`src/rtl/fb_prog_loader.sv`:
```
// Program-image loader: writes a framed valid/ready word stream into blram while
// holding fb_cpu in reset, then hands the RAM port to the CPU.
module fb_prog_loader #(
   parameter int ADDRESS_WIDTH = 6,
   parameter int DATA_WIDTH    = 10,
   parameter int DEPTH         = 64
) (
   input  logic                     clk,
   input  logic                     rst,
   input  logic                     i_start,
   input  logic                     i_go,
   input  logic                     i_valid,
   input  logic [DATA_WIDTH-1:0]    i_data,
   output logic                     o_ready,
   input  logic [ADDRESS_WIDTH-1:0] cpu_addr,
   input  logic                     cpu_we,
   input  logic [DATA_WIDTH-1:0]    cpu_wdata,
   output logic [ADDRESS_WIDTH-1:0] ram_addr,
   output logic                     ram_we,
   output logic [DATA_WIDTH-1:0]    ram_wdata,
   output logic                     cpu_rst,
   output logic                     o_busy,
   output logic                     o_error,
   output logic [ADDRESS_WIDTH:0]   o_count
);

   typedef enum logic [2:0] {
      S_IDLE,
      S_HDR_ADDR,
      S_HDR_CNT,
      S_LOAD,
      S_RUN,
      S_ERR
   } state_t;

   localparam logic [DATA_WIDTH:0] DEPTH_N = (DATA_WIDTH + 1)'(DEPTH);

   state_t                   state_q, state_d;
   logic [ADDRESS_WIDTH-1:0] ptr_q, ptr_d;
   logic [ADDRESS_WIDTH:0]   remaining_q, remaining_d;
   logic [ADDRESS_WIDTH:0]   count_q, count_d;
   logic                     error_q, error_d;
   logic                     in_frame;
   logic                     xfer;

   assign in_frame = (state_q == S_HDR_ADDR) || (state_q == S_HDR_CNT) || (state_q == S_LOAD);
   assign o_ready  = in_frame && !rst;
   assign o_busy   = in_frame && !rst;
   assign cpu_rst  = rst || (state_q != S_RUN);
   assign o_error  = error_q;
   assign o_count  = count_q;
   // A restart pulse wins over a word presented in the same cycle.
   assign xfer     = i_valid && o_ready && !i_start;

   // NOTE: every always_comb target gets a default first so no latch is inferred.
   always_comb begin
      state_d     = state_q;
      ptr_d       = ptr_q;
      remaining_d = remaining_q;
      count_d     = count_q;
      error_d     = error_q;
      if (i_start) begin
         state_d = S_HDR_ADDR;
         error_d = 1'b0;
      end else begin
         unique case (state_q)
            S_IDLE: if (i_go) state_d = S_RUN;
            S_HDR_ADDR: if (xfer) begin
               ptr_d   = i_data[ADDRESS_WIDTH-1:0];
               state_d = S_HDR_CNT;
            end
            S_HDR_CNT: if (xfer) begin
               if (i_data == '0) begin
                  count_d = '0;
                  state_d = S_RUN;
               end else if ({1'b0, i_data} > DEPTH_N) begin
                  error_d = 1'b1;
                  state_d = S_ERR;
               end else begin
                  remaining_d = i_data[ADDRESS_WIDTH:0];
                  count_d     = '0;
                  state_d     = S_LOAD;
               end
            end
            S_LOAD: if (xfer) begin
               ptr_d       = ptr_q + 1'b1;
               remaining_d = remaining_q - 1'b1;
               count_d     = count_q + 1'b1;
               if (remaining_q == 1) state_d = S_RUN;
            end
            default: ;
         endcase
      end
   end

   always_comb begin
      ram_addr  = '0;
      ram_we    = 1'b0;
      ram_wdata = '0;
      if (!rst) begin
         if (state_q == S_RUN) begin
            ram_addr  = cpu_addr;
            ram_we    = cpu_we;
            ram_wdata = cpu_wdata;
         end else if (state_q == S_LOAD) begin
            ram_addr = ptr_q;
            if (xfer) begin
               ram_we    = 1'b1;
               ram_wdata = i_data;
            end
         end
      end
   end

   // NOTE: sequential state uses non-blocking assignments only.
   always_ff @(posedge clk) begin
      if (rst) begin
         state_q     <= S_IDLE;
         ptr_q       <= '0;
         remaining_q <= '0;
         count_q     <= '0;
         error_q     <= 1'b0;
      end else begin
         state_q     <= state_d;
         ptr_q       <= ptr_d;
         remaining_q <= remaining_d;
         count_q     <= count_d;
         error_q     <= error_d;
      end
   end

endmodule

```
`config.mk`:
```
export PLATFORM = sky130hd
export DESIGN_NAME = fb_prog_loader
export DESIGN_NICKNAME = d
export VERILOG_FILES = /design/src/rtl/fb_prog_loader.sv
export SDC_FILE = /design/constraint.sdc
export NUM_CORES = 1
export LEC_CHECK = 0
export ABC_AREA = 1
export CORE_MARGIN = 4
export CORE_UTILIZATION = 51
export CTS_CLUSTER_DIAMETER = 200
export DETAILED_ROUTE_END_ITERATION = 7
export PLACE_DENSITY = 0.88
export SLEW_MARGIN = 20
export SYNTH_ARGS = -nofsm -noshare
export SYNTH_HDL_FRONTEND = slang
export SYNTH_SLANG_ARGS = --single-unit
export TNS_END_PERCENT = 5
```
`constraint.sdc`:
```
create_clock -name clk -period 4.2 [get_ports clk]
set_input_delay 0.84 -clock clk [delete_from_list [all_inputs] [get_ports clk]]
set_output_delay 0.84 -clock clk [all_outputs]
set_load 0.03 [all_outputs]
```
## Word level (Yosys, flattened, before mapping)

Index checks and enable logic that the tools add are counted.

- Flip-flop bits (word level): 24
- Logic and storage cells: 85

- Add/sub/neg operators: 3
- Order comparisons: 1
- Eq/ne operators: 19
- Muxes and demuxes: 33
- Bitwise logic cells: 2
- Reduce and logical (&&, ||, !) cells: 21

Operators with widths:

| operator | count |
|---|---|
| 2-to-1 mux 7 bit | 8 |
| 2-to-1 mux 10 bit | 4 |
| 2-to-1 mux 6 bit | 5 |
| case mux 7 bit (2 select lines) | 2 |
| 2-to-1 mux 3 bit | 7 |
| inequality test 3 bit, second input constant | 6 |
| AND reduction 6 bit | 3 |
| inequality test 2 bit, second input constant | 6 |
| case mux 3 bit (4 select lines) | 1 |
| case mux 6 bit (2 select lines) | 1 |
| greater-than comparator 10 x 7 -> 1 bit, second input constant | 1 |
| logical NOT 10 bit | 1 |
| AND reduction 4 bit | 2 |
| adder 7 x 1 -> 7 bit, second input constant | 1 |
| == test 7 x 1 -> 1 bit, second input constant | 1 |
| subtractor 7 x 1 -> 7 bit, second input constant | 1 |
| adder 6 x 1 -> 6 bit, second input constant | 1 |
| == test 3 x 2 -> 1 bit, second input constant | 2 |
| 2-to-1 mux 1 bit | 5 |
| AND reduction 5 bit | 1 |
| nonzero test 5 bit | 1 |
| nonzero test 2 bit | 2 |
| nonzero test 4 bit | 1 |
| == test 3 x 1 -> 1 bit, second input constant | 1 |
| 9 further kinds | 15 |

## Logic depth before layout (Yosys ltp)

Gate-level depths: netlist (run 1).

- Word-level depth: 10
- Mapped depth: 11
- Mapped depth without buffers: 11

## Worst setup path before layout (run 1)

OpenSTA, ideal clock, no wires.

- Path kind: input to output
- Start: input port rst
- End: output port ram_addr[0]
- Data arrival time: 2,124 ps
- Path slack: 1,236 ps
- Stages on the path: 4
- Path buffers: 1
- Cell sequence: clkinv_1 nand3_1 buf_2 o21ai_0

- Word-level cells in the longest chain between the ends: 1

RTL lines:

| item | line | text |
|---|---|---|
| start, declared | 9 | `input logic rst,` |
| 2-to-1 mux 6 bit | 100 | `if (!rst) begin` |
| end, declared | 18 | `output logic [ADDRESS_WIDTH-1:0] ram_addr,` |

No other way between the ends.

## Final worst setup path (run 1)

- Start: input port rst
- End: output port ram_wdata[1]

- Word-level cells in the longest chain between the ends: 8

RTL lines:

| item | line | text |
|---|---|---|
| logical NOT 1 bit | - |  |
| logical AND 1 bit | 47 | `assign o_ready = in_frame && !rst;` |
| logical AND 1 bit (2 in series) | 53 | `assign xfer = i_valid && o_ready && !i_start;` |
| 2-to-1 mux 10 bit | 107 | `if (xfer) begin` |
| 2-to-1 mux 10 bit | 105 | `end else if (state_q == S_LOAD) begin` |
| 2-to-1 mux 10 bit | 101 | `if (state_q == S_RUN) begin` |
| 2-to-1 mux 10 bit (*) | 100 |  |
| end, declared | 20 | `output logic [DATA_WIDTH-1:0] ram_wdata,` |

Every way passes the cells marked *; elsewhere a longest branch is shown, timed or not.

==> results of run 1 <==
## cells in the final DEF, fill, tap and decap left out, types with 2 or more instances in the layout
master,instances
nor3b_2,2
nand3_1,32
nand4_1,7
o22ai_1,4
nor3_1,3
nor2_1,39
clkdlybuf4s50_1,58
o32ai_1,2
nand2_2,4
ha_1,4
a21oi_1,18
xor2_1,3
nand3b_1,4
o21ai_0,20
clkbuf_8,3
o21ai_1,4
dfxtp_1,24
nor2_4,3
nand2_1,67
nor2_2,3
inv_1,46
buf_4,3
## final timing paths
kind	from	end	slack, ps	cells past startpoint
worst max register to register	state_q[1]	o_count[0]	2310	7
worst min register to register	o_error	o_error	480	1
worst min-delay path	o_error	o_error	480	1
worst max-delay path	rst	ram_wdata[1]	500	5
## power groups by stage
stage	sequential (mW)	clock, mW	combinational, mW
2_1_floorplan	0.240	0	0.0754
3_3_place_gp	0.241	0	0.124
3_5_place_dp	0.241	0	0.126
4_1_cts	0.236	0.211	0.127
5_1_grt	0.237	0.218	0.139
6_report	0.236	0.210	0.127
## per-layer routing
layer | vias to the layer above | GRT usage | part of all wire
met3 | 9 | 0.0406 | 0.091
met2 | 99 | 0.360 | 0.46
met5 | - | 0 | 0
met1 | 978 | 0.264 | 0.43
li1 | 1117 | - | -
met4 | 0 | 0.0694 | 0.017
## stage by stage
stage	cell area [µm²]	instances	hold WS (ps)	total power [mW]
floorplan	1920	311	459	0.316
global placement	2500	409	448	0.365
detailed placement	2500	409	459	0.367
CTS	2570	413	481	0.574
global route	2570	413	500	0.594
finish	2570	413	476	0.574
## critical path: stages
cell and delay, ps:
clkdlybuf4s50_1 420, clkinv_1 110, nand3_1 420, o21ai_0 340
clkdlybuf4s50_1 720
## cell families after synthesis
family,Yosys count,synth area share
simple gates,167,0.415
buf+inv,60,0.143
compound gates,52,0.148
flops,24,0.250
xor+xnor,4,0.0182
fa+ha+maj,4,0.0260
## layout make-up
class / instances / area, µm²
inverter: 49 / 186
tap: 48 / 60.1
clock buffer: 3 / 41.3
multi-input combinational: 227 / 1170
fill: 306 / 1090
clock inverter: 1 / 30.0
timing repair buffer: 61 / 603
sequential: 24 / 480
## state kept, by name, summed over array words and instances (netlist names)
name         cells
o_count          7
o_error          1
ptr_q            6
remaining_q      7
state_q          3
==> results.cfg, run 1 <==
[outcome]
status = finished clean

[sta]
final_max_slew_viol_count = 0
finalSetupTns_ps = 0
clock_skew_ps = 3.41
layout_setup_ws_ps = 504
hold_viol_final = 0
max_freq_ghz = 0.271
rsz0062_at_grt = false
fin_crit_ps = 3700
worst_pin_slew_ps = 569
fin_crit_sh = 0.880
finalSetupViolCount = 0
slew_headroom = 0.620

[global_routing]
grt_pass1_vias = 2113
grt_pass1_wl_um = 8720
antenna_found_initial = 0
overflow = 0
grt_max_degree = 22
grt_util_all_layers = 0.211

[yosys]
synthesis.area_per_instance_um2 = 6.18
yosys.area.top_type_share = 0.250
yosysMostFrequentCell = nand2_1
synth_top_area_cell = dfxtp_1
synth_nets = 347
ys_ff_latch = 24
ys.flop_type = dfxtp_1
netlist_area_um2 = 1920
synth_commonest_cells = 67 x nand2_1, 46 x inv_1, 39 x nor2_1
synthTopCellsByArea = dfxtp_1 25%, nand2_1 13%, inv_1 9.0%
synth-seq-area-share = 0.250
ys_warn_count = 0
synth_edf_count = 0
syn_inst = 311
synthArstFlopShare = 0
ys_types = 34

[drt]
drtIter0Drc = 132
viasPerCell = 5.33
ant_nets = 0
vias = 2203
route.detailed.drc = 0
wirelength_um = 5110
wire_per_inst_um = 12.4
dr.pass1.iters = 4

[pwr]
p_leak_nw = 1.06
power_frac_comb = 0.221
switching_power_mw = 0.159
switching_share = 0.278
intPower_mw = 0.414
vdd_drop_max_mv = 0.183
clkPwrFrac = 0.367
p_per_area_nw_per_um2 = 223
seqPwrFrac = 0.412

[worst_setup_path]
worst_ep_required_time_ps = 3360
cp.arrival_ps = 2860
crit_path_start_kind = primary input
endpoint_kind = primary output
critPathKind = primary input to primary output
path_max_fanout = 18

[cts]
root_buffer = clkbuf_8
post_cts_resized = 0
hold_buffers = 0
cts_buffers = 3
cts_buffer_depth = 2
h-tree-depth = 1
cts_sinks = 24
tritoncts = built
clock_latency_ps = 270
cts_setup_buffers = 0
clkTransAtPathRegs_ps = 90

[finish]
syn2layout_area_growth_pct = 33.6
post-route-util = 0.702
n_antenna_cell = 0
layout-drive-gt1-share = 0.0685
final_nets = 402

[placed_design]
gp_congestion = 0.867
pre_cts_slack_ps = 498
dp_hpwl_um = 3890
io_buffers = 59

[die]
row_count = 22
start_util = 0.525
dieHeight_um = 69.4
fp.dieArea_um2 = 4820
ios = 60
coreArea_um2 = 3660
die_x_um = 69.4

[min_path]
hold_class = flip-flop to flip-flop

[job]
cap_violations = 0
(Power assumes the default switching activity.)
==> run 2, diff against run 1 <==
Settings changed: CORE_ASPECT_RATIO set to 0.5.
==> run 2 against run 1 <==
Total power up 1.0%; die area up 1.2%; worst hold slack better by 4.0 ps; fmax down 5.1%; clock-buffer cell count unchanged; utilization up 2.7 points; final cell count up 0.73%; flip-flop and latch count unchanged; critical path type unchanged; critical endpoint is now ram_wdata[7]; largest cell class unchanged.
==> results.cfg, run 2 (synthesis gave the netlist of run 1 again) <==
[outcome]
status = finished clean

[placed_design]
gp_congestion = 0.908
dp_hpwl_um = 4310
io_buffers = 59

[cts]
cts_sinks = 24
clock_latency_ps = 270
cts_buffers = 3
h-tree-depth = 1
tritoncts = built
cts_setup_buffers = 0
cts_buffer_depth = 2
post_cts_resized = 0
root_buffer = clkbuf_8
clkTransAtPathRegs_ps = 90
hold_buffers = 0

[sta]
slew_headroom = 0.582
clock_skew_ps = 2.77
hold_viol_final = 0
finalSetupTns_ps = 0
final_max_slew_viol_count = 0
fin_crit_ps = 3890
rsz0062_at_grt = false
fin_crit_sh = 0.927
max_freq_ghz = 0.257
finalSetupViolCount = 0
worst_pin_slew_ps = 625

[pwr]
power_mw = 0.580
p_leak_nw = 1.06
vdd_drop_max_mv = 0.141
p_per_area_nw_per_um2 = 225

[finish]
final_common_cell = nand2_1
layout-drive-gt1-share = 0.0685
final_nets = 402
syn2layout_area_growth_pct = 33.8
n_antenna_cell = 0
layout_common_cells = 67 x nand2_1, 58 x clkdlybuf4s50_1, 46 x inv_1
nFillCells = 297
register_area_um2 = 480
multiInputGateArea_um2 = 1170

[global_routing]
grt_pass1_wl_um = 9480
grt_util_all_layers = 0.242
overflow = 0
grt_pass1_vias = 2184
antenna_found_initial = 0
grt_max_degree = 22

[drt]
drtIter0Drc = 126
viasPerCell = 5.39
met2_length_um = 2670
wl_met3_um = 497
ant_nets = 0
vias = 2242
route.detailed.drc = 0
wirelength_um = 5700
wl_met1_um = 2470
wire_per_inst_um = 13.7
dr.pass1.iters = 5
top_layer = met4

[worst_setup_path]
path_max_fanout = 18
crit_path_start_kind = primary input
worst_ep_required_time_ps = 3360
cp.arrival_ps = 3050
endpoint_kind = primary output
critPathKind = primary input to primary output

[die]
start_util = 0.545
ios = 60
coreArea_um2 = 3530
dieHeight_um = 51.4
fp.dieArea_um2 = 4880
row_count = 15
die_x_um = 94.8

[job]
cap_violations = 0

[min_path]
hold_class = flip-flop to flip-flop
-- run 2: cell counts in the layout (fill, tap and decap cells not counted) --
Identical to the previous run, type by type.
-- run 2: routing by layer --
metal | vias up | GRT usage
met3 | 8 | 0.0485
met1 | 1003 | 0.310
li1 | 1112 | -
met2 | 119 | 0.412
met5 | - | 0
met4 | 0 | 0.0718
-- run 2: final cells by class --
type | count | area share
Clock buffer | 3 | 0.0161
Clock inverter | 1 | 0.0117
Inverter | 49 | 0.0725
Multi-Input combinational cell | 227 | 0.454
Sequential cell | 24 | 0.187
Tap cell | 51 | 0.0248
Timing Repair Buffer | 61 | 0.234
-- run 2: worst paths after layout --
kind / start / end / slack [ps] / cells past startpoint
max: rst / ram_wdata[7] / 310 / 5
min: o_error / o_error / 480 / 1
max reg2reg: state_q[2] / ptr_q[5] / 2270 / 7
min reg2reg: o_error / o_error / 480 / 1
-- run 2: report_power, final --
part	switching (mW)	total [mW]	leakage [nW]	internal, mW
combinational	0.0763	0.132	0.834	0.0559
sequential	0.00570	0.236	0.194	0.231
clock	0.0834	0.211	0.0357	0.128
-- run 2: critical path: stages --
cell	delay, ps
clkdlybuf4s50_1	430
clkinv_1	200
nand3_1	490
o22ai_1	370
clkdlybuf4s50_1	720
-- run 2: stage by stage --
step / setup slack [ps] / instances / utilization / area [µm²] / hold slack [ps]
floorplan: 1240 / 311 / - / 1920 / 459
global placement: 416 / 412 / 0.709 / 2500 / 451
detailed placement: 363 / 412 / 0.709 / 2500 / 458
CTS: 331 / 416 / 0.729 / 2570 / 480
global route: 137 / 416 / 0.729 / 2570 / 510
finish: 307 / 416 / 0.729 / 2570 / 480
==> run 3, diff against run 2 <==
Clock period 4.2 ns to 4.8 ns, I/O delays scaled along.
==> run 3 against run 2 <==
Die area unchanged; via count fell by 0.98%; clock-buffer cell count stayed put; critical endpoint is now ram_addr[1]; register-to-register slack gained 620 ps; largest cell class unchanged; utilization up 0.071 points; worst setup slack improved by 500 ps; final area barely moved; critical path depth unchanged; global-route usage down 0.83 points; total power down 13%; largest power group unchanged; first-iteration DRC count rose by 12%.
==> results.cfg, run 3 (synthesis gave the netlist of run 1 again) <==
[outcome]
status = finished clean

[drt]
wirelength_um = 5560
wire_per_inst_um = 13.4
dr.pass1.iters = 4
route.detailed.drc = 0
viasPerCell = 5.34
vias = 2220
drtIter0Drc = 141
ant_nets = 0

[pwr]
p_leak_nw = 1.06
power_frac_comb = 0.225
switching_share = 0.284
intPower_mw = 0.363
seqPwrFrac = 0.409
vdd_drop_max_mv = 0.121
p_per_area_nw_per_um2 = 197
switching_power_mw = 0.144
clkPwrFrac = 0.366

[cts]
clock_latency_ps = 280
cts_buffers = 3
cts_sinks = 24
hold_buffers = 0
post_cts_resized = 0
tritoncts = built
root_buffer = clkbuf_8
cts_setup_buffers = 0
cts_buffer_depth = 2
h-tree-depth = 1
clkTransAtPathRegs_ps = 90

[finish]
final_nets = 402
layout-drive-gt1-share = 0.0658
register_area_um2 = 480
multiInputGateArea_um2 = 1170
n_antenna_cell = 0
syn2layout_area_growth_pct = 33.9
final_cells = 416
layout_common_cells = 67 x nand2_1, 59 x clkdlybuf4s50_1, 46 x inv_1
nFillCells = 300
final_common_cell = nand2_1

[die]
row_count = 15
fp.dieArea_um2 = 4880
coreArea_um2 = 3530
ios = 60
die_x_um = 94.8
dieHeight_um = 51.4
start_util = 0.545

[global_routing]
overflow = 0
grt_max_degree = 22
grt_util_all_layers = 0.234
grt_pass1_wl_um = 9050
antenna_found_initial = 0
grt_pass1_vias = 2013

[worst_setup_path]
path_cells = clkdlybuf4s50_1 -> clkinv_1 -> nand3_1 -> o21ai_0 -> clkdlybuf4s50_1
path_max_fanout = 18
crit_path_frequent_cell = clkdlybuf4s50_1
crit_path_start_kind = primary input
slowest_delay_ps = 720
cp.arrival_ps = 3030
worst_ep_required_time_ps = 3840
crit_family = buffers and inverters
critPathKind = primary input to primary output
endpoint_kind = primary output
path_buf_inv = 3
cp_slowest_cell = clkdlybuf4s50_1

[placed_design]
pre_cts_slack_ps = 817
dp_cells = 412
gp_congestion = 0.849
dp_hpwl_um = 4180
io_buffers = 59

[job]
cap_violations = 0

[sta]
worst_pin_slew_ps = 608
hold_viol_final = 0
clock_skew_ps = 8.78
layout_setup_ws_ps = 805
final_max_slew_viol_count = 0
fin_crit_ps = 3990
max_freq_ghz = 0.250
fin_hold_ws_ps = 468
rsz0062_at_grt = false
fin_crit_sh = 0.832
finalSetupTns_ps = 0
finalSetupViolCount = 0
slew_headroom = 0.594

[min_path]
hold_class = flip-flop to flip-flop
[run 3: changes by cell type in the layout (fill, tap and decap cells not counted)]
cell	delta
clkdlybuf4s50_1	+1
buf_4	-1
[run 3: path summary, 6_finish.rpt]
kind | from | endpoint | slack, ps | depth (start not counted)
worst max-delay path | rst | ram_addr[1] | 810 | 5
worst min-delay path | o_error | o_error | 470 | 1
worst max register to register | state_q[0] | remaining_q[2] | 2890 | 8
worst min register to register | o_error | o_error | 470 | 1
[run 3: area by class of cell]
class / count / area share
multi-input combinational: 227 / 0.453
clock inverter: 1 / 0.0117
tap: 51 / 0.0248
clock buffer: 3 / 0.0160
sequential: 24 / 0.187
timing repair buffer: 61 / 0.235
inverter: 49 / 0.0724
[run 3: power by group through the flow]
| stage | Combinational [mW] | Sequential (mW) | Clock [mW] |
|---|---|---|---|
| 3_3_place_gp | 0.109 | 0.211 | 0 |
| 6_report | 0.114 | 0.207 | 0.185 |
| 4_1_cts | 0.113 | 0.207 | 0.185 |
| 5_1_grt | 0.123 | 0.207 | 0.198 |
| 3_5_place_dp | 0.112 | 0.211 | 0 |
| 2_1_floorplan | 0.0660 | 0.210 | 0 |
[run 3: per-stage QoR]
step                      utilization  area, µm²  power [mW]
after floorplan                     -       1920       0.276
after global placement          0.710       2500       0.321
after detailed placement        0.710       2500       0.324
after CTS                       0.730       2570       0.504
after global routing            0.730       2570       0.528
final                           0.730       2570       0.507
[run 3: routing by layer]
metal,vias to the layer above,track usage,wire length [µm],part of all wire
met1,1001,0.296,2460,0.44
li1,1114,-,-,-
met4,0,0.0526,84,0.015
met5,-,0,0,0
met3,11,0.0559,458,0.082
met2,94,0.404,2550,0.46
